**src/rtl/bf_exec_controller.sv**
```systemverilog
// Brainfuck instruction sequencer: fetches program bytes, drives pointer/RAM/IO strobes, scans brackets.
// Latency: 2 cycles for '>'/'<'/comments, 3-4 for RAM ops; the IO waits hold until the handshake completes.
module bf_exec_controller #(
    parameter int PAW     = 10,
    parameter int DEPTH_W = 8
) (
    input  logic               clk,
    input  logic               rst_n,
    input  logic               run,
    output logic [PAW-1:0]     p_addr,
    input  logic [7:0]         p_data,
    output logic               ptr_inc,
    output logic               ptr_dec,
    output logic               m_rd,
    input  logic [7:0]         m_rdata,
    output logic               m_wr,
    output logic [7:0]         m_wdata,
    output logic               out_valid,
    output logic [7:0]         out_data,
    input  logic               out_ready,
    output logic               in_ready,
    input  logic               in_valid,
    input  logic [7:0]         in_data,
    output logic               busy,
    output logic               halted,
    output logic               error
);

    typedef enum logic [3:0] {
        S_IDLE, S_FETCH, S_DECODE, S_MEM_RD, S_MEM_WR,
        S_OUT_WAIT, S_IN_WAIT, S_SCAN_F, S_SCAN_B, S_HALT
    } state_t;

    localparam logic [7:0] C_RIGHT = 8'h3E;
    localparam logic [7:0] C_LEFT  = 8'h3C;
    localparam logic [7:0] C_INC   = 8'h2B;
    localparam logic [7:0] C_DEC   = 8'h2D;
    localparam logic [7:0] C_OUT   = 8'h2E;
    localparam logic [7:0] C_IN    = 8'h2C;
    localparam logic [7:0] C_LB    = 8'h5B;
    localparam logic [7:0] C_RB    = 8'h5D;

    localparam logic [PAW-1:0]     PC_ONE = 1;
    localparam logic [PAW-1:0]     PC_MAX = '1;
    localparam logic [DEPTH_W-1:0] D_ONE  = 1;
    localparam logic [DEPTH_W-1:0] D_MAX  = '1;

    state_t             state, state_nx;
    logic [PAW-1:0]     pc, pc_nx;
    logic [DEPTH_W-1:0] depth, depth_nx;
    logic [7:0]         op, op_nx;
    logic               scan_ph, scan_ph_nx;
    logic [7:0]         wdata_q, wdata_nx;
    logic [7:0]         out_q, out_nx;
    logic               err_q, err_nx;
    logic               step, fail;
    logic               pc_last, pc_zero;

    assign pc_last = (pc == PC_MAX);
    assign pc_zero = (pc == '0);

    always_ff @(posedge clk or negedge rst_n) begin
        if (!rst_n) begin
            state   <= S_IDLE;
            pc      <= '0;
            depth   <= '0;
            op      <= '0;
            scan_ph <= 1'b0;
            wdata_q <= '0;
            out_q   <= '0;
            err_q   <= 1'b0;
        end else begin
            state   <= state_nx;
            pc      <= pc_nx;
            depth   <= depth_nx;
            op      <= op_nx;
            scan_ph <= scan_ph_nx;
            wdata_q <= wdata_nx;
            out_q   <= out_nx;
            err_q   <= err_nx;
        end
    end

    always_comb begin
        state_nx   = state;
        pc_nx      = pc;
        depth_nx   = depth;
        op_nx      = op;
        scan_ph_nx = scan_ph;
        wdata_nx   = wdata_q;
        out_nx     = out_q;
        err_nx     = err_q;
        ptr_inc    = 1'b0;
        ptr_dec    = 1'b0;
        m_rd       = 1'b0;
        m_wr       = 1'b0;
        in_ready   = 1'b0;
        out_valid  = 1'b0;
        step       = 1'b0;
        fail       = 1'b0;

        case (state)
            S_IDLE: begin
                pc_nx    = '0;
                depth_nx = '0;
                if (run) state_nx = S_FETCH;
            end
            S_FETCH: state_nx = S_DECODE;
            S_DECODE: begin
                op_nx = p_data;
                case (p_data)
                    C_RIGHT: begin ptr_inc = 1'b1; step = 1'b1; end
                    C_LEFT:  begin ptr_dec = 1'b1; step = 1'b1; end
                    C_INC, C_DEC, C_OUT, C_LB, C_RB: begin
                        m_rd     = 1'b1;
                        state_nx = S_MEM_RD;
                    end
                    C_IN:    state_nx = S_IN_WAIT;
                    8'h00:   state_nx = S_HALT;
                    default: step = 1'b1;
                endcase
            end
            S_MEM_RD: begin
                case (op)
                    C_INC: begin wdata_nx = m_rdata + 8'd1; state_nx = S_MEM_WR; end
                    C_DEC: begin wdata_nx = m_rdata - 8'd1; state_nx = S_MEM_WR; end
                    C_OUT: begin out_nx = m_rdata; state_nx = S_OUT_WAIT; end
                    C_LB: begin
                        if (m_rdata != 8'd0) step = 1'b1;
                        else if (pc_last) fail = 1'b1;
                        else begin
                            pc_nx      = pc + PC_ONE;
                            depth_nx   = D_ONE;
                            scan_ph_nx = 1'b0;
                            state_nx   = S_SCAN_F;
                        end
                    end
                    C_RB: begin
                        if (m_rdata == 8'd0) step = 1'b1;
                        else if (pc_zero) fail = 1'b1;
                        else begin
                            pc_nx      = pc - PC_ONE;
                            depth_nx   = D_ONE;
                            scan_ph_nx = 1'b0;
                            state_nx   = S_SCAN_B;
                        end
                    end
                    default: step = 1'b1;
                endcase
            end
            S_MEM_WR: begin
                m_wr = 1'b1;
                step = 1'b1;
            end
            S_IN_WAIT: begin
                in_ready = 1'b1;
                if (in_valid) begin
                    m_wr     = 1'b1;
                    wdata_nx = in_data;
                    step     = 1'b1;
                end
            end
            S_OUT_WAIT: begin
                out_valid = 1'b1;
                if (out_ready) step = 1'b1;
            end
            S_SCAN_F: begin
                // Phase 0 presents pc to the ROM; phase 1 examines the returned byte.
                scan_ph_nx = ~scan_ph;
                if (scan_ph) begin
                    if (p_data == C_RB && depth == D_ONE) begin
                        depth_nx = '0;
                        step     = 1'b1;
                    end else if (p_data == C_LB && depth == D_MAX) begin
                        fail = 1'b1;
                    end else begin
                        if (p_data == C_LB) depth_nx = depth + D_ONE;
                        if (p_data == C_RB) depth_nx = depth - D_ONE;
                        if (pc_last) fail = 1'b1;
                        else         pc_nx = pc + PC_ONE;
                    end
                end
            end
            S_SCAN_B: begin
                scan_ph_nx = ~scan_ph;
                if (scan_ph) begin
                    if (p_data == C_LB && depth == D_ONE) begin
                        depth_nx = '0;
                        step     = 1'b1;
                    end else if (p_data == C_RB && depth == D_MAX) begin
                        fail = 1'b1;
                    end else begin
                        if (p_data == C_RB) depth_nx = depth + D_ONE;
                        if (p_data == C_LB) depth_nx = depth - D_ONE;
                        if (pc_zero) fail = 1'b1;
                        else         pc_nx = pc - PC_ONE;
                    end
                end
            end
            S_HALT: begin
                if (!run) state_nx = S_IDLE;
            end
            default: state_nx = S_IDLE;
        endcase

        // Running off the end of the program is a normal stop; scan overruns are errors.
        if (step) begin
            if (pc_last) state_nx = S_HALT;
            else begin
                pc_nx    = pc + PC_ONE;
                state_nx = S_FETCH;
            end
        end
        if (fail) begin
            err_nx   = 1'b1;
            state_nx = S_HALT;
        end
    end

    assign p_addr   = pc;
    assign m_wdata  = (state == S_IN_WAIT) ? in_data : wdata_q;
    assign out_data = out_q;
    assign busy     = (state != S_IDLE) && (state != S_HALT);
    assign halted   = (state == S_HALT);
    assign error    = err_q;

endmodule

```
**config.mk**
```make
export PLATFORM = sky130hd
export DESIGN_NAME = bf_exec_controller
export DESIGN_NICKNAME = d
export VERILOG_FILES = /design/src/rtl/bf_exec_controller.sv
export SDC_FILE = /design/constraint.sdc
export NUM_CORES = 1
export LEC_CHECK = 0
export BUFFER_PORTS_ARGS = -buffer_cell sky130_fd_sc_hd__buf_2
export CAP_MARGIN = 0
export CORE_MARGIN = 2
export CORE_UTILIZATION = 64
export DETAILED_ROUTE_END_ITERATION = 7
export GPL_TIMING_DRIVEN = 1
export PLACE_DENSITY_LB_ADDON = 0.3
export RECOVER_POWER = 25
export SLEW_MARGIN = 20
export SYNTH_ARGS = -nofsm -noshare
export SYNTH_HDL_FRONTEND = slang
export SYNTH_SLANG_ARGS = --single-unit
```
**constraint.sdc**
```tcl
create_clock -name clk -period 8.1 [get_ports clk]
set_input_delay 0.81 -clock clk [delete_from_list [all_inputs] [get_ports clk]]
set_output_delay 0.81 -clock clk [all_outputs]
set_load 0.005 [all_outputs]
```
==> results of run 1 <==
kinds of logic (layout without fill, tap and decap cells):
family / after synthesis / in the layout
AND/OR/NAND/NOR: 285 / 285
adder cells (fa/ha/maj): 13 / 13
buffers and inverters: 62 / 92
multiplexers: 12 / 12
AO/OA/AOI/OAI: 177 / 177
XOR/XNOR: 14 / 14
flip-flops: 48 / 48
synthesized netlist by cell type (11+ instances only):
cell,number,share of area
nand2_1,95,0.074
nor2_1,52,0.040
dfrtp_1,48,0.25
a21oi_1,29,0.030
o21ai_0,26,0.027
nand3_1,23,0.024
buf_2,19,0.020
clkbuf_1,19,0.015
nor3_1,18,0.019
inv_1,16,0.012
a31oi_1,13,0.017
ha_1,12,0.031
and3_1,11,0.014
xnor2_1,11,0.020
how the worst max path moves through the flow:
| stage | start | to | depth (start not counted) |
|---|---|---|---|
| 5_1_grt | op[4] | wdata_q[7] | 11 |
| 6_report | op[4] | wdata_q[7] | 11 |
| 3_3_place_gp | m_rdata[1] | depth[5] | 8 |
| 3_5_place_dp | m_rdata[4] | depth[5] | 8 |
| 2_1_floorplan | p_data[0] | p_addr[6] | 9 |
| 4_1_cts | op[4] | wdata_q[7] | 11 |
critical path: cells and delay by family, from the launching register on:
family / cells / cell delay [ps]
fa+ha+maj: 1 / 270
buf+inv: 1 / 250
simple gates: 3 / 1100
compound gates: 5 / 1120
xor+xnor: 1 / 190
flops: 1 / 420
area by class of cell:
| type | count | area (µm²) | area share |
|---|---|---|---|
| Multi-Input combinational cell | 501 | 3340 | 0.647 |
| Sequential cell | 48 | 1200 | 0.233 |
| Timing Repair Buffer | 67 | 342 | 0.0661 |
| Tap cell | 99 | 124 | 0.0240 |
| Clock buffer | 5 | 68.8 | 0.0133 |
| Inverter | 17 | 63.8 | 0.0124 |
| Clock inverter | 3 | 23.8 | 0.00460 |
registers in the layout, summed over array words and instances (netlist names):
| register | flops |
|---|---|
| p_addr | 10 |
| depth | 8 |
| op | 8 |
| out_data | 8 |
| wdata_q | 8 |
| state | 4 |
| error | 1 |
| scan_ph | 1 |
through the flow:
step | total power, µW | setup slack, ps
2_1_floorplan | 1090 | 5380
3_3_place_gp | 1270 | 4800
3_5_place_dp | 1300 | 4680
4_1_cts | 1450 | 4720
5_1_grt | 1590 | 4260
6_report | 1480 | 4630
per-layer routing:
metal / global-route usage / wire (µm)
met3: 0.0492 / 1190
met4: 0.130 / 386
met2: 0.570 / 6750
met1: 0.455 / 5950
met5: 0 / 0
power breakdown:
| part | switching (µW) | internal (µW) | leakage [µW] |
|---|---|---|---|
| sequential | 169 | 321 | 0.000620 |
| combinational | 506 | 332 | 0.00151 |
| clock | 92.8 | 61.4 | 0.0000404 |
==> flow_summary_export.csv, run 1 <==
group,metric,value,unit
hold_path,hold_class,"reg2reg",
timing,period_minus_slack,3470,ps
clock_tree,cts.path.max_buffers,2,
run,maxCapViolCount,1,
hold_path,whs_path_depth,1,
critical_path,path_cells,"nor4b_1 -> nand2_1 -> inv_1 -> ha_1 -> a21o_2 -> a21oi_1 -> o21bai_1 -> a2111oi_0 -> nor3_1 -> xnor2_1 -> a21oi_1",
timing,final-hold-violation-count,0,
final_layout,n_fill_cell,644,
critical_path,path_max_fanout,6,
synthesis,netlist_area,4840,µm²
final_layout,finalCoreUtilization,0.708,
final_layout,nets,682,
placed_design,dp.cells,732,
clock_tree,cts_tree,"yes",
critical_path,critPathKind,"reg2reg",
power_and_ir_drop,ir_worst_vdd,168,µV
route,antenna_left,0,
synthesis,synth_edf_count,0,
synthesis,ys_ff_latch,48,
global_routing,antenna_found_initial,0,
final_layout,finalNonFillerCells,740,
synthesis,ys.warnings.count,0,
route,post_drt_wl_per_cell,19.3,µm
synthesis,synth-main-ff-cell,"dfrtp_1",
timing,fin_skew,8.29,ps
synthesis,synth-simple-area-share,0.330,
floorplanning,die_y,90.9,µm
route,drcViolationCount,0,
placed_design,dp.final_hpwl,10.3,mm
critical_path,worst_path_most_repeated_cell,"a21oi_1",
timing,relSlewSlack,-0.799,
critical_path,end_kind,"flop",
final_layout,final_cell_mix,"95 x nand2_1, 63 x buf_2, 52 x nor2_1",
timing,whs,482,ps
synthesis,yosysSeqAreaShare,0.248,
critical_path,worst_path_max_delay_cell,"nor4b_1",
synthesis,ys_types,92,
run_status,violations,"capacitance limit, slew limit",
synthesis,synthMuxAreaShare,0.0272,
floorplanning,die_w,90.9,µm
global_routing,track_usage,0.344,
clock_tree,cts_made_buffers,5,
timing,period_share,0.429,
critical_path,worstPathArrival,3660,ps
timing,setup_violations,0,
floorplanning,start_util,0.663,
clock_tree,post_cts_buffers,0,
placed_design,dpl-instance-area,5070,µm²
placed_design,numPortBuffers,63,
timing,max_freq,288,MHz
critical_path,start_kind,"flop",
clock_tree,clk_pin_slew_worst_paths,100,ps
power_and_ir_drop,p_leak,0.00217,µW
floorplanning,die-area,8270,µm²
timing,rsz0062_at_grt,"no",
synthesis,synth_cells,611,
floorplanning,coreArea,7290,µm²
clock_tree,cts.sinks,48,
route,via_per_inst,6.92,
global_routing,overflow,0,
final_layout,synthToLayoutAreaGrowth,6.78,%
hold_path,hold_path_end,"error",
placed_design,finalWeightedCongestion,0.985,
hold_path,hold_start,"error",
route,vias,5118,
global_routing,grt_max_degree,49,
synthesis,syn-num-nets,653,
synthesis,synthArstFlopShare,1.00,
critical_path,reg2reg_slack,4630,ps
floorplanning,rows,31,
clock_tree,cts_resized,0,
final_layout,antenna_cells,0,
final_layout,design_area,5160,µm²
timing,fin_setup_tns,0,ps
route,wirelength,14.3,mm
clock_tree,root_buffer,"clkbuf_8",
critical_path,cpPeakStageDelay,720,ps
critical_path,cp.required,8290,ps
final_layout,layout-drive-gt1-share,0.187,
synthesis,synth_compound_area_frac,0.273,
route,firstDrtPassIters,8,
clock_tree,insertion_delay,320,ps
route,drtIter0Drc,670,
clock_tree,holdBufCountCts,0,
global_routing,grt_pass1_wl,23.5,mm
clock_tree,htree_levels,2,
run_status,outcome,"finished with violations",
final_layout,final_common_cell,"nand2_1",
synthesis,synth_top_family_by_area,"simple AND/OR/NAND/NOR gates",
synthesis,synthXorXnorAreaFrac,0.0254,
power_and_ir_drop,power_density,287,nW/µm²
critical_path,ff2ff_path_depth,11,
timing,slew_viol_final,49,
timing,tightestPinTransition,2700,ps
critical_path,regToRegStartpoint,"op[4]",
global_routing,grt_pass1_vias,4860,
synthesis,synth-adder-area-share,0.0352,
synthesis,syn_area_per_cell,7.91,µm²
critical_path,r2r_end,"wdata_q[7]",
floorplanning,io_pins,64,
Note: power is estimated with default switching activity, not from simulation.
==> inputs of run 2 (changes only) <==
Settings changed: CORE_UTILIZATION 64 to 59.
Clock period 8.1 ns to 3.4 ns, I/O delays scaled along.
==> flow_summary_export.csv, run 2 (same netlist as run 1, synthesis figures left out) <==
group,metric,value,unit
hold_path,hold_start,"in_data[5]",
run_status,violations,"capacitance limit, slew limit",
critical_path,r2r_end,"wdata_q[7]",
route,via_per_inst,6.71,
clock_tree,insertion_delay,320,ps
timing,period_share,0.881,
critical_path,ff2ff_path_depth,11,
timing,relSlewSlack,-0.128,
critical_path,critPathKind,"reg2reg",
timing,fin_skew,7.88,ps
floorplanning,coreArea,8090,µm²
floorplanning,start_util,0.598,
timing,fin_setup_tns,0,ps
floorplanning,io_pins,64,
final_layout,synthToLayoutAreaGrowth,10.8,%
critical_path,worst_path_most_repeated_cell,"a21oi_1",
global_routing,grt_max_degree,31,
timing,period_minus_slack,2990,ps
clock_tree,htree_levels,2,
critical_path,cpPeakStageDelay,530,ps
critical_path,reg2reg_slack,410,ps
critical_path,crit_buf_inv,1,
timing,max_freq,334,MHz
critical_path,worst_path_max_delay_cell,"dfrtp_1",
placed_design,finalWeightedCongestion,1.02,
critical_path,critPathTopFamily,"compound AO/OA/AOI/OAI gates",
clock_tree,cts_tree,"yes",
timing,setup_violations,0,
placed_design,dp.final_hpwl,10.8,mm
route,post_drt_wl_per_cell,19.1,µm
power_and_ir_drop,ir_worst_vdd,426,µV
clock_tree,cts.sinks,48,
global_routing,overflow,0,
final_layout,antenna_cells,0,
route,firstDrtPassIters,6,
run,maxCapViolCount,1,
hold_path,whs_path_depth,3,
clock_tree,root_buffer,"clkbuf_8",
clock_tree,holdBufCountCts,0,
critical_path,worstPathArrival,3190,ps
route,drtIter0Drc,449,
global_routing,grt_pass1_wl,24.1,mm
final_layout,final_common_cell,"nand2_1",
power_and_ir_drop,power_density,711,nW/µm²
timing,slew_viol_final,31,
clock_tree,cts_made_buffers,5,
power_and_ir_drop,p_leak,0.00228,µW
critical_path,cp.required,3600,ps
global_routing,antenna_found_initial,0,
hold_path,hold_path_end,"wdata_q[5]",
floorplanning,die-area,8940,µm²
route,antenna_left,0,
critical_path,start_kind,"flop",
global_routing,grt_pass1_vias,4788,
timing,rsz0062_at_grt,"no",
hold_path,hold_class,"in2reg",
critical_path,end_kind,"flop",
placed_design,numPortBuffers,63,
clock_tree,cts.path.max_buffers,2,
route,vias,5131,
final_layout,largest_reg_flops,10,
final_layout,final_cell_mix,"95 x nand2_1, 62 x buf_2, 52 x nor2_1",
critical_path,regToRegStartpoint,"op[0]",
route,wirelength,14.6,mm
final_layout,layout-drive-gt1-share,0.209,
run_status,outcome,"finished with violations",
clock_tree,cts_resized,0,
critical_path,path_max_fanout,8,
timing,final-hold-violation-count,0,
floorplanning,die_w,94.5,µm
clock_tree,post_cts_buffers,0,
floorplanning,rows,33,
global_routing,track_usage,0.338,
timing,tightestPinTransition,1690,ps
final_layout,nets,701,
route,drcViolationCount,0,
clock_tree,clk_pin_slew_worst_paths,110,ps
final_layout,finalCoreUtilization,0.662,
critical_path,path_cells,"and4b_1 -> nand2_1 -> inv_1 -> ha_1 -> a21o_2 -> a21oi_1 -> o21bai_1 -> a2111oi_1 -> nor3_1 -> xnor2_1 -> a21oi_1",
floorplanning,die_y,94.5,µm
[run 2: worst max-delay path by stage]
stage                from         end  cells past startpoint
detailed placement  op[0]  wdata_q[7]                     11
CTS                 op[0]  wdata_q[7]                     11
global route        op[4]  wdata_q[7]                     12
floorplan           op[4]  wdata_q[7]                     11
finish              op[0]  wdata_q[7]                     11
global placement    op[0]  wdata_q[7]                     11
[run 2: layer usage]
metal,track usage,share of wire
met1,0.457,0.42
met5,0,0
met3,0.0447,0.086
met2,0.560,0.47
met4,0.114,0.023
[run 2: power by group]
| part | internal, µW | switching (µW) |
|---|---|---|
| registers | 767 | 320 |
| clock network | 297 | 232 |
| logic | 884 | 1310 |
[run 2: cell type report]
cell class                      instances  area (µm²)
Clock buffer                            5        68.8
Fill cell                             729        2730
Timing Repair Buffer                   86         483
Tap cell                              105         131
Sequential cell                        48        1200
Inverter                               17        63.8
Clock inverter                          3        68.8
Multi-Input combinational cell        501        3340
[run 2: stage by stage]
stage	setup WS, ps	hold slack, ps	std cells	cell area, µm²	total power [µW]
5_1_grt	22.9	297	765	5360	4090
3_5_place_dp	419	430	757	5230	3230
6_report	406	294	765	5360	3810
2_1_floorplan	677	44.4	611	4840	2590
3_3_place_gp	559	425	757	5230	3160
4_1_cts	386	89.5	765	5360	3760
[run 2: worst register-to-register path: cells and delay by family, from the launching register on]
kind            cells  cell delay, ps
simple gates        3             660
flops               1             530
fa+ha+maj           1             270
compound gates      5            1040
xor+xnor            1             170
buf+inv             1             210
